<file path="src/rtl/pb_ssd_scanner.sv">
// pb_ssd_scanner: PicoBlaze port-mapped N-digit seven-segment scanner.
// Each digit has a hex/dp/blank register. A control register holds a global
// enable and a 3-bit brightness that PWMs the lit time within each digit slot.
module pb_ssd_scanner #(
    parameter int unsigned NUM_DIGITS    = 8,
    parameter int unsigned SCAN_DIV_BITS = 18,
    parameter logic [7:0]  PORT_BASE     = 8'h10,
    parameter bit          ACTIVE_LOW    = 1'b1
) (
    input  logic                  ClkPort,
    input  logic                  Reset_n,
    input  logic                  write_strobe,
    input  logic [7:0]            port_id,
    input  logic [7:0]            out_port,
    output logic [7:0]            rd_data,
    output logic                  rd_hit,
    output logic [NUM_DIGITS-1:0] An,
    output logic [6:0]            Cathodes,
    output logic                  Dp
);

    localparam int unsigned IDX_W = (NUM_DIGITS > 1) ? $clog2(NUM_DIGITS) : 1;
    localparam int unsigned PW    = SCAN_DIV_BITS;
    localparam logic [IDX_W-1:0] LAST_IDX  = IDX_W'(NUM_DIGITS - 1);
    localparam logic [7:0]       CTRL_PORT = 8'(PORT_BASE + NUM_DIGITS);

    logic [5:0]            digit_q [NUM_DIGITS];
    logic [5:0]            digit_d [NUM_DIGITS];
    logic [3:0]            ctrl_q, ctrl_d;
    logic [PW-1:0]         presc_q, presc_d;
    logic [IDX_W-1:0]      idx_q, idx_d;
    logic [NUM_DIGITS-1:0] an_q, an_d;
    logic [6:0]            seg_q, seg_d;
    logic                  dp_q, dp_d;

    // Active-low abcdefg pattern for one hex nibble.
    function automatic logic [6:0] hex7seg(input logic [3:0] h);
        logic [6:0] s;
        case (h)
            4'h0: s = 7'b0000001;
            4'h1: s = 7'b1001111;
            4'h2: s = 7'b0010010;
            4'h3: s = 7'b0000110;
            4'h4: s = 7'b1001100;
            4'h5: s = 7'b0100100;
            4'h6: s = 7'b0100000;
            4'h7: s = 7'b0001111;
            4'h8: s = 7'b0000000;
            4'h9: s = 7'b0000100;
            4'hA: s = 7'b0001000;
            4'hB: s = 7'b1100000;
            4'hC: s = 7'b0110001;
            4'hD: s = 7'b1000010;
            4'hE: s = 7'b0110000;
            default: s = 7'b0111000;
        endcase
        return s;
    endfunction

    // State register: reset forces blank digits, enabled full brightness, dark outputs.
    always_ff @(posedge ClkPort) begin
        if (!Reset_n) begin
            for (int unsigned d = 0; d < NUM_DIGITS; d++) begin
                digit_q[d] <= 6'b100000;
            end
            ctrl_q  <= 4'b1111;
            presc_q <= '0;
            idx_q   <= '0;
            an_q    <= {NUM_DIGITS{ACTIVE_LOW}};
            seg_q   <= {7{ACTIVE_LOW}};
            dp_q    <= ACTIVE_LOW;
        end else begin
            for (int unsigned d = 0; d < NUM_DIGITS; d++) begin
                digit_q[d] <= digit_d[d];
            end
            ctrl_q  <= ctrl_d;
            presc_q <= presc_d;
            idx_q   <= idx_d;
            an_q    <= an_d;
            seg_q   <= seg_d;
            dp_q    <= dp_d;
        end
    end

    // Register file writes from the PicoBlaze output port; unused bits dropped.
    always_comb begin
        for (int unsigned d = 0; d < NUM_DIGITS; d++) begin
            digit_d[d] = digit_q[d];
        end
        ctrl_d = ctrl_q;
        if (write_strobe) begin
            for (int unsigned d = 0; d < NUM_DIGITS; d++) begin
                if (port_id == 8'(PORT_BASE + d)) begin
                    digit_d[d] = 6'(out_port);
                end
            end
            if (port_id == CTRL_PORT) begin
                ctrl_d = 4'(out_port);
            end
        end
    end

    // Prescaler and digit index; both parked at zero while disabled.
    always_comb begin
        presc_d = presc_q;
        idx_d   = idx_q;
        if (!ctrl_q[0]) begin
            presc_d = '0;
            idx_d   = '0;
        end else begin
            presc_d = presc_q + PW'(1);
            if (presc_q == '1) begin
                idx_d = (idx_q == LAST_IDX) ? '0 : idx_q + IDX_W'(1);
            end
        end
    end

    // Display drive for the next edge: one anode lit during the PWM window only.
    always_comb begin
        logic [5:0]            cur;
        logic                  lit;
        logic [NUM_DIGITS-1:0] an_act;
        logic [6:0]            seg_act;
        logic                  dp_act;
        cur = 6'b100000;
        for (int unsigned d = 0; d < NUM_DIGITS; d++) begin
            if (idx_q == IDX_W'(d)) begin
                cur = digit_q[d];
            end
        end
        lit     = ctrl_q[0] & ~cur[5] & (presc_q[PW-1 -: 3] <= ctrl_q[3:1]);
        an_act  = '0;
        seg_act = '0;
        dp_act  = 1'b0;
        if (lit) begin
            an_act  = NUM_DIGITS'(1) << idx_q;
            seg_act = ~hex7seg(cur[3:0]);
            dp_act  = cur[4];
        end
        an_d  = {NUM_DIGITS{ACTIVE_LOW}} ^ an_act;
        seg_d = {7{ACTIVE_LOW}} ^ seg_act;
        dp_d  = ACTIVE_LOW ^ dp_act;
    end

    // Read-back mux for the PicoBlaze input port.
    always_comb begin
        rd_data = '0;
        rd_hit  = 1'b0;
        for (int unsigned d = 0; d < NUM_DIGITS; d++) begin
            if (port_id == 8'(PORT_BASE + d)) begin
                rd_data = {2'b00, digit_q[d]};
                rd_hit  = 1'b1;
            end
        end
        if (port_id == CTRL_PORT) begin
            rd_data = {4'h0, ctrl_q};
            rd_hit  = 1'b1;
        end
    end

    assign An       = an_q;
    assign Cathodes = seg_q;
    assign Dp       = dp_q;

endmodule

</file>
<file path="config.mk">
export PLATFORM = sky130hd
export DESIGN_NAME = pb_ssd_scanner
export DESIGN_NICKNAME = d
export VERILOG_FILES = /design/src/rtl/pb_ssd_scanner.sv
export SDC_FILE = /design/constraint.sdc
export NUM_CORES = 1
export LEC_CHECK = 0
export ABC_AREA = 1
export CORE_ASPECT_RATIO = 1.25
export CORE_MARGIN = 3
export CORE_UTILIZATION = 31
export DETAILED_ROUTE_END_ITERATION = 6
export HOLD_SLACK_MARGIN = 0.02
export SLEW_MARGIN = 20
export SYNTH_ARGS = -nofsm -noshare
export SYNTH_HDL_FRONTEND = slang
export SYNTH_SLANG_ARGS = --single-unit
export TNS_END_PERCENT = 1
</file>
<file path="constraint.sdc">
create_clock -name ClkPort -period 3.05 [get_ports ClkPort]
set_input_delay 0.305 -clock ClkPort [delete_from_list [all_inputs] [get_ports ClkPort]]
set_output_delay 0.305 -clock ClkPort [all_outputs]
set_load 0.05 [all_outputs]
</file>
======== Word level (Yosys, flattened, before mapping) ========
Memories as Yosys holds them, arrays and structs flattened.
Cells that the tools add are included.
Widths: inputs -> output; s select.
storage, ports and cells
  bits in latches ......................... 0
  output and inout bits ................... 25
  bits in writable memories ............... 48
  memories kept ........................... 2
  ROM bits ................................ 112
  register bits after elaboration ......... 41
memory list
  memory           depth  bits a word  read ports  clocked after Yosys merged registers in  wr ports  RTL line  RTL
  (no name shown)  16     7            1           0                                        0         39        case (h)
  digit_q          8      6            8           0                                        8         27        logic [5:0] digit_q [NUM_DIGITS];
cells by class
  bitwise gates (word level) .............. 15
  divide/modulo/power cells ............... 0
  add/sub/neg operators ................... 2
  eq/ne operators ......................... 17
  order comparisons ....................... 1
  reductions and logical operators ........ 3
  multiply operators ...................... 0
  multiplexer cells ....................... 50
  shifts and indexed selects .............. 1
operators with widths
  kind                   count
  $mux 6                 25
  $eq 8x5->1 const B     9
  $mux 8                 9
  $mux 48                1
  $add 18x1->18 const B  1
  $eq 18x18->1 const B   1
  $mux 7                 2
  $not 7->7              2
  $eq 3x3->1 const B     4
  $mux 1                 12
  $not 8->8              1
  $or 1x1->1             8
  $shl 1x3->8 const A    1
  $eq 3x2->1 const B     2
  $reduce_and 2->1       2
  $add 3x1->3 const B    1
  $eq 3x1->1 const B     1
  $le 3x3->1             1
  $logic_not 3->1        1
  $mux 3                 1
  $and 1x1->1            2
  $not 1->1              2

======== Longest topological paths before layout ========
Gate-level depths: netlist of run 1.
  word-level depth ........................ 16
  mapped depth ............................ 19
  gate-level depth less buffers ........... 19

======== Worst setup path after synthesis of run 1 ========
OpenSTA, ideal clock, no wires.
  path type ............................... reg2reg
  start ................................... register idx_q[2]
  end ..................................... register seg_q[3], in the netlist Cathodes[3]
  library setup time ...................... 121 ps
  data arrival time ....................... 2,100 ps
  cell stages (with the launch flop) ...... 18
  path buffers ............................ 0
  path slack .............................. 829 ps
  data required time ...................... 2,929 ps
  cell sequence ........................... dfxtp_1 > inv_2 > ha_1 > inv_1 > o21ai_0 > inv_1 > nand2_1 > nand2_1 > o21ai_0 > nand2_1 > nand2_1 > nand2_1 > o21ai_0 > ha_1 > nand3_1 > nand2_1 > nand2_1 > nand3_1
on the way
  cells in the longest elaborated chain, start to end .. 14
  elaborated cells between the ends (all ways) .. 24
ends and longest elaborated chain
  item                                              RTL line  RTL
  start, declared                                   31        logic [IDX_W-1:0] idx_q, idx_d;
  start signal, assigned                            78        idx_q <= idx_d;
  $logic_not 3->1                                   127       if (idx_q == IDX_W'(d)) begin
  $mux 6 (7 in a row)                               127
  $mux 6 *                                          127
  $mem_v2 16x7 / $not 1->1 (equally long branches)  --
  $mux 7 / $and 1x1->1 (equally long branches)      135, 131
  $not 7->7 / $and 1x1->1 (equally long branches)   137, 131
  $mux 7 *                                          135       if (lit) begin
  $not 7->7 (no line) *                             --
  end signal, assigned                              70        seg_q <= {7{ACTIVE_LOW}};
  end signal, assigned                              80        seg_q <= seg_d;
  end, declared                                     33        logic [6:0] seg_q, seg_d;
Mark *: on every way between the ends. The rest lies on a longest branch, timed or not. The select of a mux whose other input is x is not followed.
A chain may end at the register's enable or synchronous reset.

======== Worst setup path in the final report of run 1 ========
  start ................................... register idx_q[0]
  end ..................................... register seg_q[3], in the netlist Cathodes[3]
The elaborated chain is that of the path after synthesis.

==> results of run 1 <==
## layout make-up
class	count	area (um2)	area share, %
Inverter	100	375	6.89
Sequential cell	89	1780	32.7
Multi-Input combinational cell	451	2260	41.4
Clock inverter	7	77.6	1.42
Clock buffer	9	225	4.13
Tap cell	175	219	4.02
Timing Repair Buffer	46	513	9.41
## registers in the layout, summed over array words and instances (netlist names)
signal    count
digit_q      48
idx_q         3
Cathodes      7
An            8
Dp            1
presc_q      18
ctrl_q        4
## power groups by stage
stage	Combinational [mW]	Sequential [mW]	Clock, mW
finish	0.103	1.17	1.15
global route	0.115	1.17	1.23
CTS	0.104	1.17	1.17
detailed placement	0.104	1.20	0
global placement	0.104	1.20	0
floorplan	0.0578	1.20	0
## logic make-up after synthesis
kind of cell / after synthesis / synth area share, %
other: 1 / 0.0832
flip-flops: 89 / 39.5
buffers and inverters: 120 / 10.4
adder cells (fa/ha/maj): 16 / 4.44
XOR/XNOR: 2 / 0.389
AO/OA/AOI/OAI: 142 / 17.0
AND/OR/NAND/NOR: 289 / 28.1
## cells in the mapped netlist
cell,count
or2_2,1
nor2_1,59
buf_1,4
nand3b_1,4
nor4_2,1
o221ai_1,2
o22ai_1,5
nor3_2,1
dfxtp_1,89
nor3_1,11
a21oi_1,62
ha_1,16
inv_2,7
nand3_1,51
nand4_1,9
nand3_2,2
inv_1,92
a211oi_1,1
clkinv_1,1
o21a_1,1
clkbuf_1,12
xnor2_1,2
o211ai_1,12
o21ai_0,57
nor4_1,1
buf_6,1
o31ai_1,1
nor2_2,7
a32oi_1,1
nand2_4,1
conb_1,1
buf_4,3
nand2_1,137
nand2_2,4
## worst paths after layout
check / start / endpoint / slack [ns]
worst max register to register: idx_q[0] / Cathodes[3] / 0.36
worst min-delay path: presc_q[0] / presc_q[0] / 0.45
worst min register to register: presc_q[0] / presc_q[0] / 0.45
worst max-delay path: idx_q[0] / Cathodes[3] / 0.36
## per-layer routing
metal  GRT usage [%]  part of all wire, %
met1            20.6                   47
met2            26.5                   48
met3            3.35                  4.0
met4            4.19                  1.2
met5               0                    0
## cell usage in the layout, fill, tap and decap left out, types with 9 or more instances in the layout
cell type,count
dfxtp_1,89
clkdlybuf4s50_1,32
nand3_1,51
inv_1,92
a21oi_1,62
nand4_1,9
ha_1,16
nor3_1,11
o21ai_0,57
nand2_1,137
nor2_1,59
o211ai_1,12
clkbuf_16,9
## metrics by stage
stage          area, um2  hold slack, ns  total power, mW
6_report            5450           0.451             2.42
5_1_grt             5450           0.493             2.51
4_1_cts             5450           0.458             2.44
3_5_place_dp        5150           0.443             1.30
3_3_place_gp        5150           0.433             1.30
2_1_floorplan       4510           0.418             1.25
==> flow_summary.json, run 1 <==
{
  "die-area_um2": 16000,
  "cts_root_buffer": "clkbuf_16",
  "timing.final.crit_share_pct": 88.1,
  "share_comb_of_total_power_pct": 4.3,
  "synthCells": 659,
  "crit_slowest_cell": "dfxtp_1",
  "ir_worst_vdd_uv": 281,
  "fin_nets": 732,
  "switchingPower_mw": 0.570,
  "dieHeight_um": 141,
  "final_cells": 877,
  "synth_area_um2": 4510,
  "antenna_found_initial": 0,
  "setup_viol_count_final": 0,
  "hpwl_mm": 9.20,
  "drt_pass1_iterations": 5,
  "startpoint_type": "flip-flop",
  "hold_viol_final": 0,
  "die_w_um": 114,
  "core_um2": 14000,
  "hold_class": "reg -> reg",
  "maxSlewHeadroom_pct": 52.1,
  "cts_buffer_depth": 2,
  "ctsHoldBuffers": 0,
  "power.static_leakage_nw": 2.23,
  "clk_pin_slew_ns": 0.06,
  "clock_latency_ns": 0.35,
  "yosysWarnings": 0,
  "status": "completed",
  "yosysUniqueCellTypes": 34,
  "dp_slack_ns": 0.389,
  "diodes": 0,
  "start_util_pct": 32.2,
  "clockPowerShare_pct": 47.4,
  "synth_top_area_share_pct": 39.5,
  "post-route-min-period_ns": 2.69,
  "gp_congestion": 0.818,
  "htreeDepth": 3,
  "rsz0062_at_grt": "false",
  "p_seq_share_pct": 48.4,
  "cp.depth": 17,
  "cpPeakStageDelay_ns": 0.35,
  "grt_pass1_vias": 4004,
  "critPathKind": "reg -> reg",
  "cp-end-kind": "flip-flop",
  "syn2layout_area_growth_pct": 21.0,
  "synth_sequential_area_ratio_pct": 39.5,
  "drive_gt1_share_pct": 7.69,
  "fin_skew_ns": 0.0120,
  "worstPathRequired_ns": 3.28,
  "port_buffers": 39,
  "grt_max_degree": 46,
  "drv_cap": 0,
  "wl_mm": 12.2,
  "cp_num_buf_inv": 2,
  "cts-buffers-inserted": 9,
  "fmax_mhz": 372,
  "gr-total-overflow": 0,
  "arrival_ns": 2.92,
  "grt_pass1_wl_mm": 20.2,
  "ys_seq_elements": 89,
  "vias": 4187,
  "synth_top_area_cell": "dfxtp_1",
  "crit_family": "adder cells",
  "ctsResizeCount": 0,
  "fin_ws_ns": 0.363,
  "tightest_slew_ns": 0.711,
  "power_density_nw_per_um2": 444,
  "dp_cells": 861,
  "finalMaxSlewViolations": 0,
  "synth_area_leaders": "dfxtp_1, nand2_1, inv_1",
  "swShare_pct": 23.6,
  "num_rows": 48,
  "syn_area_per_cell_um2": 6.84,
  "setup-tns-final_ns": 0,
  "cts_tree": "built",
  "fill_cells": 1459,
  "hold_depth": 1,
  "io_pins": 44,
  "ant_nets": 0,
  "route.detailed.drc": 0,
  "r2r_cells": 17,
  "post_drt_wl_per_cell_um": 13.9,
  "crit_fanout": 9,
  "cts_setup_buffers": 0,
  "final_util_pct": 38.9,
  "drt_iter0_drc": 329,
  "grtUsageTotal_pct": 15.8,
  "vias_per_cell": 4.77,
  "cts_sinks": 89,
  "crit_top_cell": "nand2_1",
  "path_cells": "ha_1, ha_1, inv_1, o21ai_0, inv_1, nand2_1, nand2_1, o21ai_0, nand2_1, nand2_1, nand2_1, o21ai_0, ha_1, nand3_1, nand2_1, nand2_1, nand3_1",
  "power.internal_mw": 1.85
}
No activity file was read; power rests on OpenSTA's default activity.
==> run 2: changes to the inputs <==
--- a/config.mk
+++ b/config.mk
@@ -9,6 +9,7 @@
 export CORE_ASPECT_RATIO = 1.25
 export CORE_MARGIN = 3
 export CORE_UTILIZATION = 31
+export CTS_CLUSTER_SIZE = 20
 export DETAILED_ROUTE_END_ITERATION = 6
 export HOLD_SLACK_MARGIN = 0.02
 export SLEW_MARGIN = 20
==> results of run 2 <==
No change in the layout: final DEF, timing and power equal those of run 1.
==> run 3: changes to the inputs <==
--- a/config.mk
+++ b/config.mk
@@ -12,6 +12,7 @@
 export CTS_CLUSTER_SIZE = 20
 export DETAILED_ROUTE_END_ITERATION = 6
 export HOLD_SLACK_MARGIN = 0.02
+export PLACE_DENSITY = 0.47
 export SLEW_MARGIN = 20
 export SYNTH_ARGS = -nofsm -noshare
 export SYNTH_HDL_FRONTEND = slang
==> run 3 against run 2 <==
Net effect: total power shrank 0.25%; maximum frequency fell by 0.92%; via count increased by 2.6%; highest routed layer unchanged; register-to-register slack better by 0.05 ns; clock skew decreased by 0.0026 ns; critical path depth fell by 5; flip-flop and latch count did not move; first-iteration DRC count shrank 24%; sequential power about the same; final cell count increased by 0.11%; non-clock buffer count grew 2; global-route usage rose by 0.89 points.
==> flow_summary.json, run 3 (synthesis results as in run 1) <==
{
  "status": "completed",
  "clk_pin_slew_ns": 0.06,
  "grt_pass1_wl_mm": 21.0,
  "die_w_um": 114,
  "cts_buffer_depth": 2,
  "power.static_leakage_nw": 2.23,
  "largest_register_ffs": 48,
  "regMostFlops": "digit_q",
  "r2r_start": "idx_q[2]",
  "cp-end-kind": "output port",
  "port_buffers": 39,
  "final_cell_mix": "nand2_1, inv_1, dfxtp_1",
  "whs_ns": 0.449,
  "layout_commonest_cell": "nand2_1",
  "drv_cap": 0,
  "final_cells": 878,
  "clock_latency_ns": 0.35,
  "rsz0062_at_grt": "false",
  "die-area_um2": 16000,
  "cts_setup_buffers": 0,
  "grt_max_degree": 46,
  "gr-total-overflow": 0,
  "post-route-min-period_ns": 2.71,
  "fin_ws_ns": 0.338,
  "power_density_nw_per_um2": 442,
  "diodes": 0,
  "ctsHoldBuffers": 0,
  "stdcell_area_um2": 5460,
  "hold_class": "reg -> reg",
  "setup-tns-final_ns": 0,
  "startpoint_type": "input port",
  "crit_fanout": 6,
  "syn2layout_area_growth_pct": 21.2,
  "wl_mm": 13.1,
  "drive_gt1_share_pct": 7.68,
  "ir_worst_vdd_uv": 302,
  "cts_sinks": 89,
  "tightest_slew_ns": 0.731,
  "gp_congestion": 0.829,
  "hold_viol_final": 0,
  "setup_viol_count_final": 0,
  "fmax_mhz": 369,
  "finalMaxSlewViolations": 0,
  "startpoint": "port_id[6]",
  "maxSlewHeadroom_pct": 50.8,
  "vias": 4297,
  "r2r-end": "Cathodes[3]",
  "arrival_ns": 2.41,
  "reg2reg_slack_ns": 0.41,
  "hpwl_mm": 9.91,
  "cts_root_buffer": "clkbuf_16",
  "r2r_cells": 17,
  "start_util_pct": 32.2,
  "grt_pass1_vias": 4096,
  "vias_per_cell": 4.89,
  "htreeDepth": 3,
  "post_drt_wl_per_cell_um": 14.9,
  "timing.final.crit_share_pct": 88.9,
  "antenna_found_initial": 0,
  "dp_slack_ns": 0.330,
  "cts_tree": "built",
  "critPathKind": "in -> out",
  "drt_pass1_iterations": 4,
  "ant_nets": 0,
  "ctsResizeCount": 0,
  "grtUsageTotal_pct": 16.7,
  "crit_path_end": "rd_data[1]",
  "num_rows": 48,
  "fin_skew_ns": 0.00938,
  "drt_iter0_drc": 250,
  "core_um2": 14000,
  "cts-buffers-inserted": 9,
  "worstPathRequired_ns": 2.74,
  "dpl_cell_area_um2": 5160,
  "route.detailed.drc": 0,
  "dp_cells": 863,
  "fin_nets": 734,
  "io_pins": 44,
  "fill_cells": 1530,
  "dieHeight_um": 141
}
## run 3: cell count changes in the layout (fill, tap and decap cells not counted), sizes merged
cell and change:
buf +2, clkbuf +3, clkinv -1, inv -3
## run 3: worst max-delay path, stage by stage
cell             delay (ns)
clkdlybuf4s50_1        0.46
nor2_1                 0.04
nand2_1                0.19
nor2_2                 0.11
nand2_1                0.17
inv_1                  0.09
nand2_1                0.06
o221ai_1               0.13
a21oi_1                0.24
nand4_1                0.18
nand3b_1               0.25
buf_12                 0.18
## run 3: layout make-up
class                           instances  area [um2]  share of cell area (%)
Multi-Input combinational cell        451        2260                    41.4
Sequential cell                        89        1780                    32.6
Timing Repair Buffer                   48         528                    9.67
Inverter                              100         375                    6.88
Clock buffer                           12         256                    4.70
Tap cell                              175         219                    4.01
Clock inverter                          3        40.0                   0.733
## run 3: how the worst min path moves through the flow
stage	start	endpoint	slack, ns	cells past startpoint
after detailed placement	presc_q[0]	presc_q[0]	0.44	1
after CTS	presc_q[0]	presc_q[0]	0.45	1
after floorplan	presc_q[0]	presc_q[0]	0.42	1
after global placement	presc_q[0]	presc_q[0]	0.43	1
after global routing	presc_q[0]	presc_q[0]	0.48	1
final	presc_q[0]	presc_q[0]	0.45	1
## run 3: where the power goes
part | total [mW] | switching, mW | internal, mW
clock | 1.14 | 0.462 | 0.673
sequential | 1.17 | 0.00293 | 1.17
combinational | 0.108 | 0.0707 | 0.0368
total | 2.41 | 0.536 | 1.88
## run 3: metal layers
| metal | part of all wire [%] | global-route usage (%) | wire length, um | vias to the layer above |
|---|---|---|---|---|
| met5 | 0 | 0 | 0 | - |
| met4 | 2.1 | 6.19 | 271 | 0 |
| met3 | 3.9 | 2.96 | 511 | 14 |
| met2 | 49 | 28.5 | 6480 | 72 |
| met1 | 45 | 21.0 | 5840 | 1992 |
| li1 | - | - | - | 2219 |
## run 3: stage by stage
step | utilization, % | power (mW)
global placement | 36.9 | 1.30
CTS | 39.0 | 2.45
finish | 39.0 | 2.41
global route | 39.0 | 2.49
floorplan | - | 1.25
detailed placement | 36.9 | 1.30
